**src/rtl/ttt_pkg.sv**
```systemverilog
// ttt_pkg: shared constants and types for the tic-tac-toe keypad, game-control and
// dot-matrix renderer blocks.
//   - Cell codes stored two bits per cell in the 18-bit board word.
//   - Dot-matrix geometry, board placement offsets and grid column positions.
//   - Frame snapshot record and a cell extraction helper.
package ttt_pkg;

  localparam logic [1:0] CELL_EMPTY = 2'b00;
  localparam logic [1:0] CELL_X     = 2'b01;
  localparam logic [1:0] CELL_O     = 2'b10;
  localparam logic [1:0] CELL_BAD   = 2'b11;

  localparam int unsigned DOT_ROWS  = 10;
  localparam int unsigned DOT_COLS  = 14;
  localparam int unsigned BOARD_W   = 11;
  localparam int unsigned NUM_CELLS = 9;

  localparam int unsigned OFF_LEFT  = 0;
  localparam int unsigned OFF_RIGHT = 3;

  localparam int unsigned GRID_COL_A = 3;
  localparam int unsigned GRID_COL_B = 7;

  // Row index that carries the turn indicator rather than board pixels.
  localparam logic [3:0] TURN_ROW = 4'd9;

  // Inputs captured once per frame so a frame is always drawn from one consistent state.
  typedef struct packed {
    logic [17:0] board;
    logic        is_right;
    logic        turn_o;
    logic [3:0]  cursor;
  } snap_t;

  // Extract the 2-bit code of cell idx (0..8, row-major from top-left).
  function automatic logic [1:0] cell_code(input logic [17:0] board, input logic [3:0] idx);
    logic [4:0] base;
    base = {idx, 1'b0};
    return board[base +: 2];
  endfunction

endpackage

```
**src/rtl/ttt_glyph_rom.sv**
```systemverilog
// ttt_glyph_rom: combinational glyph lookup for one cell.
// Ports:
//   i_cell      - 2-bit cell code (empty, X, O, invalid)
//   i_glyph_row - glyph row 0..2 within the cell
//   o_pixels    - 3 pixels for that row; bit 0 = leftmost column of the cell
module ttt_glyph_rom
  import ttt_pkg::*;
(
  input  logic [1:0] i_cell,
  input  logic [1:0] i_glyph_row,
  output logic [2:0] o_pixels
);

  logic w_mid_row;

  always_comb begin
    w_mid_row = (i_glyph_row == 2'd1);
    o_pixels  = 3'b000;
    unique case (i_cell)
      CELL_EMPTY: o_pixels = 3'b000;
      CELL_X:     o_pixels = w_mid_row ? 3'b010 : 3'b101;
      CELL_O:     o_pixels = w_mid_row ? 3'b101 : 3'b111;
      CELL_BAD:   o_pixels = 3'b111;
      default:    o_pixels = 3'b000;
    endcase
  end

endmodule

```
**src/rtl/ttt_dot_renderer.sv**
```systemverilog
// ttt_dot_renderer: raster-scans the tic-tac-toe board onto a 10x14 dot matrix, one row per
// prescaler tick. Draws grid lines, X/O glyphs, a blinking cursor cell and a turn indicator.
// Ports:
//   clk      - system clock
//   rst      - synchronous active-low reset
//   en       - display enable; when low outputs are zero but scanning continues
//   board    - 9 cells x 2 bits, row-major from top-left
//   is_right - board drawn at column offset 3 when set, else offset 0
//   turn_o   - 1 = O to move, 0 = X to move
//   cursor   - 0 = none, 1..9 = cell (cursor-1), 10..15 = none
//   dot_row  - one-hot active-high row select, bit 0 = top row
//   dot_col  - active-high pixels for the selected row, bit 0 = leftmost column
module ttt_dot_renderer
  import ttt_pkg::*;
#(
  parameter int unsigned DIV          = 12500,
  parameter int unsigned BLINK_FRAMES = 25
) (
  input  logic                clk,
  input  logic                rst,
  input  logic                en,
  input  logic [17:0]         board,
  input  logic                is_right,
  input  logic                turn_o,
  input  logic [3:0]          cursor,
  output logic [DOT_ROWS-1:0] dot_row,
  output logic [DOT_COLS-1:0] dot_col
);

  localparam int unsigned CNT_W = (DIV > 1) ? $clog2(DIV) : 1;
  localparam int unsigned FR_W  = (BLINK_FRAMES > 1) ? $clog2(BLINK_FRAMES) : 1;

  logic [CNT_W-1:0]    r_cnt;
  logic [3:0]          r_row;
  logic [FR_W-1:0]     r_frame_cnt;
  logic                r_phase;
  snap_t               r_snap;
  logic [DOT_ROWS-1:0] r_dot_row;
  logic [DOT_COLS-1:0] r_dot_col;

  logic                w_tick;
  logic                w_frame_start;
  logic                w_blink_wrap;
  logic                w_phase;
  snap_t               w_snap;
  logic [1:0]          w_cell_row;
  logic [1:0]          w_glyph_row;
  logic                w_cur_valid;
  logic [3:0]          w_cur_idx;
  logic [3:0]          w_idx     [3];
  logic [1:0]          w_code    [3];
  logic [2:0]          w_rom_px  [3];
  logic [2:0]          w_cell_px [3];
  logic [BOARD_W-1:0]  w_local;
  logic [DOT_COLS-1:0] w_pixels;

  // Frame-start decisions: the snapshot and blink phase used for row 0 are the values
  // being latched on that same tick, so the whole frame is drawn from one state.
  always_comb begin
    w_tick        = (r_cnt == CNT_W'(DIV - 1));
    w_frame_start = w_tick && (r_row == 4'd0);
    w_blink_wrap  = (r_frame_cnt == FR_W'(BLINK_FRAMES - 1));
    w_phase       = (w_frame_start && w_blink_wrap) ? ~r_phase : r_phase;
    if (w_frame_start) begin
      w_snap = '{board: board, is_right: is_right, turn_o: turn_o, cursor: cursor};
    end else begin
      w_snap = r_snap;
    end
  end

  // Cell selection for the current board row; row 9 parks on cell row 0 (unused there).
  always_comb begin
    if (r_row < TURN_ROW) begin
      w_cell_row  = 2'(r_row / 4'd3);
      w_glyph_row = 2'(r_row % 4'd3);
    end else begin
      w_cell_row  = 2'd0;
      w_glyph_row = 2'd0;
    end
    for (int j = 0; j < 3; j++) begin
      w_idx[j]  = 4'(int'(w_cell_row) * 3 + j);
      w_code[j] = cell_code(w_snap.board, w_idx[j]);
    end
  end

  for (genvar j = 0; j < 3; j++) begin : g_rom
    ttt_glyph_rom u_glyph_rom (
      .i_cell      (w_code[j]),
      .i_glyph_row (w_glyph_row),
      .o_pixels    (w_rom_px[j])
    );
  end

  // Cursor overlay: hidden phase blanks the cell; shown phase marks an empty cell with a
  // centre dot so the cursor is visible even where nothing is drawn.
  always_comb begin
    w_cur_valid = (w_snap.cursor != 4'd0) && (w_snap.cursor <= 4'(NUM_CELLS));
    w_cur_idx   = w_snap.cursor - 4'd1;
    for (int j = 0; j < 3; j++) begin
      w_cell_px[j] = w_rom_px[j];
      if (w_cur_valid && (w_cur_idx == w_idx[j])) begin
        if (!w_phase) begin
          w_cell_px[j] = 3'b000;
        end else if (w_code[j] == CELL_EMPTY) begin
          w_cell_px[j] = (w_glyph_row == 2'd1) ? 3'b010 : 3'b000;
        end
      end
    end
  end

  // Column assembly in board-local coordinates, then placement at the chosen offset.
  always_comb begin
    w_local = '0;
    if (r_row < TURN_ROW) begin
      w_local[2:0]       = w_cell_px[0];
      w_local[GRID_COL_A] = 1'b1;
      w_local[6:4]       = w_cell_px[1];
      w_local[GRID_COL_B] = 1'b1;
      w_local[10:8]      = w_cell_px[2];
    end else if (w_snap.turn_o) begin
      w_local[10:8] = 3'b111;
    end else begin
      w_local[2:0] = 3'b111;
    end
    if (w_snap.is_right) begin
      w_pixels = DOT_COLS'(w_local) << OFF_RIGHT;
    end else begin
      w_pixels = DOT_COLS'(w_local) << OFF_LEFT;
    end
  end

  always_ff @(posedge clk) begin
    if (!rst) begin
      r_cnt       <= '0;
      r_row       <= '0;
      r_frame_cnt <= '0;
      r_phase     <= 1'b1;
      r_snap      <= '0;
      r_dot_row   <= '0;
      r_dot_col   <= '0;
    end else begin
      r_cnt <= w_tick ? '0 : r_cnt + CNT_W'(1);
      if (w_tick) begin
        r_dot_row <= en ? (DOT_ROWS'(1) << r_row) : '0;
        r_dot_col <= en ? w_pixels : '0;
        r_row     <= (r_row == TURN_ROW) ? 4'd0 : r_row + 4'd1;
        if (w_frame_start) begin
          r_snap      <= w_snap;
          r_phase     <= w_phase;
          r_frame_cnt <= w_blink_wrap ? '0 : r_frame_cnt + FR_W'(1);
        end
      end
    end
  end

  assign dot_row = r_dot_row;
  assign dot_col = r_dot_col;

endmodule

```
**config.mk**
```make
export PLATFORM = sky130hd
export DESIGN_NAME = ttt_dot_renderer
export DESIGN_NICKNAME = d
export VERILOG_FILES = /design/src/rtl/ttt_pkg.sv /design/src/rtl/ttt_glyph_rom.sv /design/src/rtl/ttt_dot_renderer.sv
export SDC_FILE = /design/constraint.sdc
export NUM_CORES = 1
export LEC_CHECK = 0
export BUFFER_PORTS_ARGS = -buffer_cell sky130_fd_sc_hd__buf_2
export CORE_ASPECT_RATIO = 0.7
export CORE_UTILIZATION = 24
export DETAILED_ROUTE_END_ITERATION = 6
export PLACE_DENSITY_LB_ADDON = 0.3
export SYNTH_ARGS = -nofsm -noshare
export SYNTH_HDL_FRONTEND = slang
export SYNTH_SLANG_ARGS = --single-unit
```
**constraint.sdc**
```tcl
create_clock -name clk -period 4.4 [get_ports clk]
set_input_delay 0.88 -clock clk [delete_from_list [all_inputs] [get_ports clk]]
set_output_delay 0.88 -clock clk [all_outputs]
set_load 0.1 [all_outputs]
```
==> results of run 1 <==
[tightest hold or removal path, cell delays in order (launching register included)]
cell and delay [ps]:
dfxtp_1 310, nand2_1 50, o21ai_1 50
[cell type report]
| type | count | area share [%] |
|---|---|---|
| Clock buffer | 9 | 4.56 |
| Timing Repair Buffer | 68 | 7.81 |
| Sequential cell | 70 | 28.4 |
| Clock inverter | 6 | 1.77 |
| Tap cell | 225 | 5.70 |
| Multi-Input combinational cell | 373 | 50.6 |
| Inverter | 15 | 1.17 |
[logic make-up (layout without fill, tap and decap cells)]
group                      Yosys count  after routing
xor gates and xnor gates            25             25
DFF                                 70             70
and+or+nand+nor                    212            212
muxes                               23             23
buffers and inverters               41             98
adders and majority gates           12             12
AOI/OAI and AO/OA                  101            101
[metal layers]
metal | global-route usage (%) | share of wire, %
met4 | 3.08 | 0.77
met1 | 21.5 | 53
met3 | 3.62 | 5.4
met5 | 0 | 0
met2 | 19.5 | 41
[metrics by stage]
stage / instances / hold slack (ps) / total power (uW) / setup WS, ps
floorplan: 484 / 430 / 665 / 11.0
global placement: 751 / 438 / 687 / 428
detailed placement: 751 / 444 / 688 / 299
CTS: 766 / 453 / 1470 / 257
global route: 766 / 477 / 1500 / 4.37
finish: 766 / 450 / 1450 / 347
[flip-flops by register name, summed over array words and instances, names as in the netlist]
| register | count |
|---|---|
| r_snap | 24 |
| dot_row | 10 |
| r_row | 4 |
| r_phase | 1 |
| r_cnt | 14 |
| r_frame_cnt | 5 |
| dot_col | 12 |
[cell usage in the layout, fill, tap and decap left out, types with 3 or more instances in the layout]
cell type   n
a211o_1     4
a21o_1      4
a21oi_1    21
a31oi_1     3
a32o_1      6
and2_1     12
and3_1      9
buf_2      50
buf_4      18
clkbuf_16   9
clkinv_2    3
dfxtp_1    69
ha_1       12
inv_1      12
mux2_2      4
mux2i_1    18
nand2_1    44
nand3_1    26
nand4_1     8
nor2_1     66
nor2b_1     5
nor3_1      8
nor4_1      5
o21ai_0    21
o21ai_1     7
o221ai_1    3
or3_1       5
xnor2_1    11
xor2_1     11
[worst max path at each step]
stage,cells after the start,slack (ps),end
3_3_place_gp,20,430,dot_col[7]
6_report,20,350,dot_col[7]
4_1_cts,20,260,dot_col[7]
2_1_floorplan,24,10,dot_col[7]
5_1_grt,20,4,dot_col[7]
3_5_place_dp,20,300,dot_col[7]
[power by group through the flow]
stage	clock, uW	combinational [uW]	sequential [uW]
3_5_place_dp	0	35.6	652
4_1_cts	792	36.0	638
3_3_place_gp	0	34.9	652
6_report	775	34.8	638
5_1_grt	818	39.2	638
2_1_floorplan	0	13.1	652
==> impl_results.md, run 1 <==
* Syn Inst Count at 484
* Leak pwr at 0.00197 uW
* TritonCTS clock tree: yes
* Crit path max fanout at 6
* Reg2reg setup slack at 350 ps
* Clock transition at path regs at 60 ps
* Final wirelength at 11800 microns
* Antenna fix cells at 0
* Most frequent cells after synthesis: dfxtp_1 (70), nor2_1 (66), nand2_1 (44)
* Pre-antenna DRT Iters at 5
* Clock buffer depth at 2
* Wire length per cell at around 15 microns
* CTS root buffer: clkbuf_16
* Worst skew pair latency at 340 ps
* Vias in the first global route at roughly 3.6k
* CTS buffer count at 9
* Share of cells above drive strength 1 at 20.5%
* Crit. Startpoint: r_row[3]
* Hold Path Origin: dot_col[8]
* Simple-gate share of the synthesized area at 27.0%
* Switching portion of total power at 21.1%
* Htree depth at 3
* Worst Setup End Kind: flop
* FILL cells at 1797
* Register share of total power at between 40 and 50%
* Area share of fa/ha/maj cells after synthesis at around 3.7%
* Clock share of power at 53.5%
* Net switching power at 306 uW
* Slowest stage cell, crit path: ha_1
* Pin count of the biggest net entering global routing at 23
* Unique masters post-synth at 79
* DIE HEIGHT at 111 microns
* I/O Buffers at 50
* Post-CTS Setup Inserts at 0
* NumNets Final at 576
* Core Area at 0.0165 sq mm
* Worst hold endpoint: dot_col[8]
* Yosys warnings at 0
* GRT Overall Usage at 14.1%
* Register Area at 0.00140 sq mm
* Area taken by multi-input logic gates at 0.00249 sq mm
* Reg-to-reg startpoint: r_row[3]
* Synth area leader: dfxtp_1
* Gate power share at 2.4%
* Xor/xnor cell area share of the yosys netlist at under 10%
* Via/cell ratio at 4.89
* Post-route design area at 0.00493 sq mm
* Mean Syn Cell Area at approximately 8.5 sq um
* Skew final at 5.79 ps
* Top-area cell type share of the netlist area at 34.2%
* R2R depth at 20
* Crit Path Class: reg -> reg
* Status: completed
* Initial antenna violation count at 0
* DRC at 0
* Initial DRC Count at 203
* Final GP Congestion at 0.872
* Pwr per Cell Area at 293 mW/mm^2
* Worst endpoint required time at about 4700 ps
* Area Overhead vs Synth at 20.3%
* CP Cell Sequence: nand2b_1 -> inv_1 -> ha_1 -> inv_1 -> ha_1 -> nand3_1 -> o21ai_0 -> ha_1 -> o41ai_2 -> o21bai_4 -> clkinv_2 -> ha_1 -> nand2b_2 -> nor2_1 -> a221o_1 -> a311oi_2 -> nor2_1 -> a21o_1 -> or3_1 -> a21oi_1
* Post-synth EDFFs at 0
* Max-Cap Viols at 0
* Placed cell area at 0.00462 sq mm
* Largest family of logic cells by synthesized area: simple AND/OR/NAND/NOR gates
* Total Neg Setup Slack at 0 ps
* Site Rows at 39
* Final period util at 92.1%
* Mux cell area share after synthesis at 6.04%
* HPWL Detailed at 8900 microns
* Synth Area in Compound Gates at 17.5%
* Int Pwr at 1140 uW
* Ys flop type: dfxtp_1
* R2r endpoint: dot_col[7]
* PostCTS Resize Cnt at 0
* Seq/Total Area, Yosys at 34.2%
* Hold_buf cts at 0
* Count leader, synth: dfxtp_1
* Crit path max-delay family: compound AO/OA/AOI/OAI gates
* Die width at 158 microns
* Crit path DAT at 4300 ps
* Clk sinks at 70
* Via count at between 3k and 4k
* Max-slew violations at 0
* Final Util at 29.9%
* Gr ovfl total at 0
* Most frequent CP cell: ha_1
* Worst-Margin Slew at ~1000 ps
* Critical Path Start Type: flop
* Hold Crit Depth at 2
* Initial Util at 24.9%
* Syn Nets at 523
* Final worst path period need at 4050 ps
* Async set or reset register ratio after synthesis at 0%
* Yosys reg bits at 70
* First-pass GRT wire length at approximately 19000 microns
* Antenna Nets Post-Route at 0
* Worst Hold Class: reg -> reg
* Final Hold Fails at 0
* Max Clk Rate at 247 MHz
* # IOs at 51
* Unrepaired setup endpoints after global routing: no
* Rel. slew slack at 30.8%
* Final Setup Violations at 0
* Die footprint at 0.0176 sq mm
* Most area-consuming cells after synthesis: dfxtp_1 (34%), nor2_1 (6.0%), mux2i_1 (4.4%)
* Synthesized area at between 0.004 and 0.005 sq mm
* Maximum vdd drop at 0.181 mV
* Buf/Inv on CP at 3
* CP max stage delay at 370 ps
Power figures use the tool's default switching activity.
==> inputs of run 2 (changes only) <==
Settings changed: MAX_ROUTING_LAYER set to met4.
==> run 2 against run 1 <==
Against the previous run:
- worst hold slack about the same
- final cell count unchanged
- sequential cell count unchanged
- first-iteration DRC count down 5.9%
- critical path type unchanged
- core utilization unchanged
- register-to-register slack about the same
- final area unchanged
==> impl_results.md, run 2 (synthesis results as in run 1) <==
* Status: completed
* Final GP Congestion at 0.887
* Final worst path period need at 4050 ps
* GRT busiest layer: met1
* Gr ovfl total at 0
* Most frequent CP cell: ha_1
* Pre-antenna DRT Iters at 6
* NumNets Final at 576
* Hold Path Origin: dot_col[8]
* Max reg flops at 24
* Clk sinks at 70
* Worst Setup End Kind: flop
* Worst skew pair latency at 340 ps
* Worst Hold Class: reg -> reg
* CTS root buffer: clkbuf_16
* Met1 Track Usage GR at 21.6%
* Die footprint at 0.0176 sq mm
* Antenna Nets Post-Route at 0
* Met2 usage at 19.6%
* Max-slew violations at 0
* DIE HEIGHT at 111 microns
* Via/cell ratio at 4.87
* Register Area at 0.00140 sq mm
* First-pass GRT wire length at 19400 microns
* Core Area at between 0.015 and 0.02 sq mm
* Maximum vdd drop at 0.181 mV
* Max Clk Rate at around 250 MHz
* Worst endpoint required time at 4650 ps
* DRC at 0
* Most frequent cells in the layout: dfxtp_1 (69), nor2_1 (66), buf_2 (50)
* CP max stage delay at between 300 and 400 ps
* CP Cell Sequence: nand2b_1 -> inv_1 -> ha_1 -> inv_1 -> ha_1 -> nand3_1 -> o21ai_0 -> ha_1 -> o41ai_2 -> o21bai_4 -> clkinv_2 -> ha_1 -> nand2b_2 -> nor2_1 -> a221o_1 -> a311oi_2 -> nor2_1 -> a21o_1 -> or3_1 -> a21oi_1
* Most common cell after layout, fill and taps aside: dfxtp_1
* TritonCTS clock tree: yes
* Area taken by multi-input logic gates at roughly 0.0025 sq mm
* Htree depth at 3
* Vias in the first global route at about 3.6k
* Crit path DAT at 4300 ps
* Worst-Margin Slew at 1060 ps
* Crit Path Class: reg -> reg
* Tot Pwr at 1450 uW
* Biggest register: r_snap
* Slowest stage cell, crit path: ha_1
* GRT Overall Usage at 14.6%
* FILL cells at 1797
* Final Setup Violations at 0
* Total Neg Setup Slack at 0 ps
* HPWL Detailed at roughly 9000 microns
* Die width at 158 microns
* Crit path max fanout at 6
* Clock transition at path regs at 60 ps
* Skew final at 7.27 ps
* Final Hold Fails at 0
* Clock buffer depth at 2
* Initial antenna violation count at 0
* Share of cells above drive strength 1 at between 20% and 30%
* Antenna fix cells at 0
* Rel. slew slack at 28.8%
* Initial Util at 24.9%
* Site Rows at 39
* Pin count of the biggest net entering global routing at 23
* # IOs at 51
* I/O Buffers at 50
* Final period util at between 90% and 100%
* Reg-to-reg startpoint: r_row[3]
* Wire length per cell at 15.4 microns
* Via count at ~3.7k
* Area Overhead vs Synth at 20.3%
* Max-Cap Viols at 0
* Unrepaired setup endpoints after global routing: no
* Crit. Startpoint: r_row[3]
* Initial DRC Count at about 190
* CTS buffer count at 9
* Buf/Inv on CP at 3
* Crit path max-delay family: compound AO/OA/AOI/OAI gates
* Met3 Use GR at 3.23%
* Critical Path Start Type: flop
* Pwr per Cell Area at 294 mW/mm^2
* Final wirelength at 11800 microns
* Leak pwr at 0.00197 uW
run 2: cell counts in the layout (fill, tap and decap cells not counted):
Identical to the previous run, type by type.
run 2: path summary, 6_finish.rpt:
| check | end | slack (ps) | depth (start not counted) |
|---|---|---|---|
| max | dot_col[7] | 350 | 20 |
| max reg2reg | dot_col[7] | 350 | 20 |
| min | dot_col[8] | 450 | 2 |
| min reg2reg | dot_col[8] | 450 | 2 |
run 2: layout make-up:
class	instances	share of cell area (%)
multi-input cells	373	50.6
flip-flops and latches	70	28.4
clock buffers	9	4.56
clock inverters	6	1.77
inverters	15	1.17
repair buffers	68	7.81
well taps	225	5.70
run 2: worst register-to-register path, delay by kind of cell, from the launching register on:
family | cells | cell delay [ps]
DFF | 1 | 350
buffers and inverters | 3 | 190
AOI/OAI and AO/OA | 7 | 1520
and+or+nand+nor | 6 | 940
adders and majority gates | 4 | 970
run 2: where the power goes:
part | total, uW | switching (uW) | internal, uW
Clock | 777 | 284 | 493
Sequential | 638 | 2.20 | 636
Combinational | 34.9 | 21.9 | 13.0
run 2: what timing repair did:
item,4_1_cts,5_1_grt
resized for setup,0,1
setup buffers,0,0
hold buffers,0,0
endpoints found under the setup margin,0,1
run 2: routing by layer:
metal | up-vias | share of wire (%) | wire, microns
li1 | 1841 | - | -
met3 | 10 | 5.2 | 619
met2 | 102 | 41 | 4830
met1 | 1776 | 53 | 6270
met4 | 0 | 0.77 | 91
met5 | - | 0 | 0
run 2: through the flow:
step	utilization (%)	cells	setup WS [ps]	area (sq um)	hold WS [ps]
after global placement	28.0	751	428	4620	438
final	29.9	766	349	4930	450
after detailed placement	28.0	751	299	4620	444
after global routing	29.9	766	1.56	4930	477
after floorplan	-	484	11.0	4110	430
after CTS	29.9	766	257	4930	453
==> inputs of run 3 (changes only) <==
Settings changed: SYNTH_HIERARCHICAL set to 1.
==> run 3 against run 2 <==
Against the previous run:
- die area up 17%
- critical endpoint is now dot_col[8]
- core utilization up 0.38 points
- count of clock-buffer cells in the layout unchanged
- non-clock buffer count up 15
- synthesized area up 17%
==> impl_results.md, run 3 <==
* Unique masters post-synth at 86
* Worst hold endpoint: dot_col[1]
* Tot Pwr at 1460 uW
* Final period util at 97.0%
* Vias in the first global route at 4113
* DRC at 0
* Most frequent cells in the layout: dfxtp_1 (72), nand2_1 (52), buf_2 (50)
* Htree depth at 3
* Synth area leader: dfxtp_1
* Seq/Total Area, Yosys at 29.9%
* Most area-consuming cells after synthesis: dfxtp_1 (30%), ha_1 (4.2%), nand2_1 (4.1%)
* Async set or reset register ratio after synthesis at 0%
* Most common cell after layout, fill and taps aside: dfxtp_1
* FILL cells at ~2.1k
* Area taken by multi-input logic gates at 0.00318 sq mm
* CTS root buffer: clkbuf_16
* Clk sinks at 72
* Mean Syn Cell Area at between 8 and 9 sq um
* CTS buffer count at 9
* Pre-antenna DRT Iters at 5
* Die footprint at about 0.021 sq mm
* Antenna fix cells at 0
* Leak pwr at 0.00221 uW
* Initial Util at 25.0%
* CP max stage delay at around 370 ps
* Top-area cell type share of the netlist area at 29.9%
* Synthesized area at 0.00481 sq mm
* Max Clk Rate at about 230 MHz
* Core Area at 0.0193 sq mm
* Final Util at 30.3%
* Hold Slack at 437 ps
* First-pass GRT wire length at around 24000 microns
* Reg2reg setup slack at 130 ps
* Gr ovfl total at 0
* CP Cell Sequence: buf_4 -> nor2b_2 -> inv_1 -> ha_4 -> nand2_1 -> xnor2_2 -> ha_2 -> or3b_4 -> mux2_4 -> nand2_4 -> inv_4 -> ha_4 -> o211ai_1 -> a221oi_1 -> a311o_2 -> o21ai_0 -> mux2_4 -> nand3b_1 -> o211ai_1 -> a221o_1
* Final Setup Violations at 0
* # IOs at 51
* Yosys warnings at 6
* Pin count of the biggest net entering global routing at 43
* Clock transition at path regs at about 60 ps
* Slowest stage cell, crit path: or3b_4
* Crit Path Class: reg -> reg
* Die width at 171 microns
* DIE HEIGHT at 121 microns
* NumNets Final at 674
* Max-slew violations at 0
* Crit path max fanout at 12
* Worst-Margin Slew at 817 ps
* Ys flop type: dfxtp_1
* Status: completed
* Count leader, synth: dfxtp_1
* Register Area at 0.00144 sq mm
* Reg-to-reg startpoint: r_row[3]
* Share of cells above drive strength 1 at 23.9%
* HPWL Detailed at 11500 microns
* Worst Hold Class: reg -> reg
* Skew final at 8.30 ps
* R2r endpoint: dot_col[8]
* Max-Cap Viols at 0
* Placed cell area at 0.00543 sq mm
* Initial antenna violation count at 0
* Worst endpoint required time at roughly 4600 ps
* Wire length per cell at 16.9 microns
* Crit path DAT at 4490 ps
* I/O Buffers at 50
* Hold Crit Depth at 2
* Critical Path Start Type: flop
* Biggest register: r_snap
* Max reg flops at 24
* Rel. slew slack at 45.5%
* GRT Overall Usage at 15.6%
* Final wirelength at 15200 microns
* Syn Nets at 612
* Final worst path period need at 4270 ps
* Pwr per Cell Area at 250 mW/mm^2
* Clock buffer depth at 2
* Maximum vdd drop at 0.139 mV
* Most frequent cells after synthesis: dfxtp_1 (72), nand2_1 (53), nor2_1 (41)
* Syn Inst Count at 569
* Worst Setup End Kind: flop
* Hold Path Origin: dot_col[1]
* Worst skew pair latency at ~340 ps
* Final Hold Fails at 0
* TritonCTS clock tree: yes
* R2R depth at 20
* Post-route design area at 0.00584 sq mm
* Via count at 4544
* Post-synth EDFFs at 0
* Area Overhead vs Synth at 21.4%
* Yosys reg bits at 72
* Initial DRC Count at 427
* Via/cell ratio at 5.05
* Site Rows at 42
* Antenna Nets Post-Route at 0
* Final GP Congestion at 0.936
## run 3: cell types whose count changed after synthesis, sizes merged, moves of 5 or more
cell    previous run  this run
nand4              9        15
a211oi             2        10
nor2b              5        21
a21boi             2        12
inv               13        22
a22oi              0         5
mux2i             18        10
o211ai             2         9
nor2              67        42
nand2             45        56
## run 3: worst max path at each step
stage	start	endpoint	slack, ps	depth (start not counted)
6_report	r_row[3]	dot_col[8]	130	20
5_1_grt	r_row[2]	dot_col[8]	-30	22
3_5_place_dp	r_row[3]	dot_col[8]	40	21
3_3_place_gp	r_row[3]	dot_col[9]	120	22
2_1_floorplan	r_row[2]	dot_col[9]	10	28
4_1_cts	r_row[3]	dot_col[9]	60	22
## run 3: power by group
| group | leakage (uW) | switching, uW | internal (uW) |
|---|---|---|---|
| combinational | 0.00149 | 22.5 | 15.8 |
| clock | 0.000144 | 321 | 446 |
| sequential | 0.000580 | 2.24 | 654 |
| total | 0.00221 | 346 | 1120 |
## run 3: logic make-up after synthesis
family | share of synthesized area (%)
simple gates | 26.8
flops | 29.9
fa+ha+maj | 4.16
compound gates | 24.9
mux | 3.56
xor+xnor | 4.99
buf+inv | 5.66
## run 3: worst max-delay path, delay by kind of cell (launching register included)
kind	cells	cell delay (ps)
AOI/OAI and AO/OA	6	1240
xor gates and xnor gates	1	160
adders and majority gates	3	680
buffers and inverters	3	320
DFF	1	330
muxes	2	610
and+or+nand+nor	5	800
## run 3: what timing repair did
action / CTS / global route
gates resized for setup: 1 / 14
setup buffers: 0 / 6
pin swaps: 0 / 6
hold buffers: 0 / 0
endpoints found under the setup margin: 1 / 10
## run 3: layout make-up
type | count | area share, %
Inverter | 23 | 1.52
Multi-Input combinational cell | 442 | 54.4
Sequential cell | 72 | 24.7
Clock buffer | 9 | 3.85
Clock inverter | 7 | 1.35
Timing Repair Buffer | 83 | 8.52
Tap cell | 264 | 5.65
## run 3: stage by stage
step                      setup TNS, ps  setup slack (ps)  std cells
after CTS                             0              57.9        894
final                                 0               133        900
after detailed placement              0              41.1        878
after global placement                0               116        878
after global routing              -48.0             -31.6        900
after floorplan                       0              10.5        569
## run 3: routing by layer
metal / share of wire (%) / vias to the layer above / GRT usage (%)
met5: 0 / - / -
met4: 1.4 / 0 / 3.40
met3: 7.6 / 22 / 4.19
met2: 39 / 193 / 20.0
met1: 52 / 2104 / 23.6
li1: - / 2225 / -
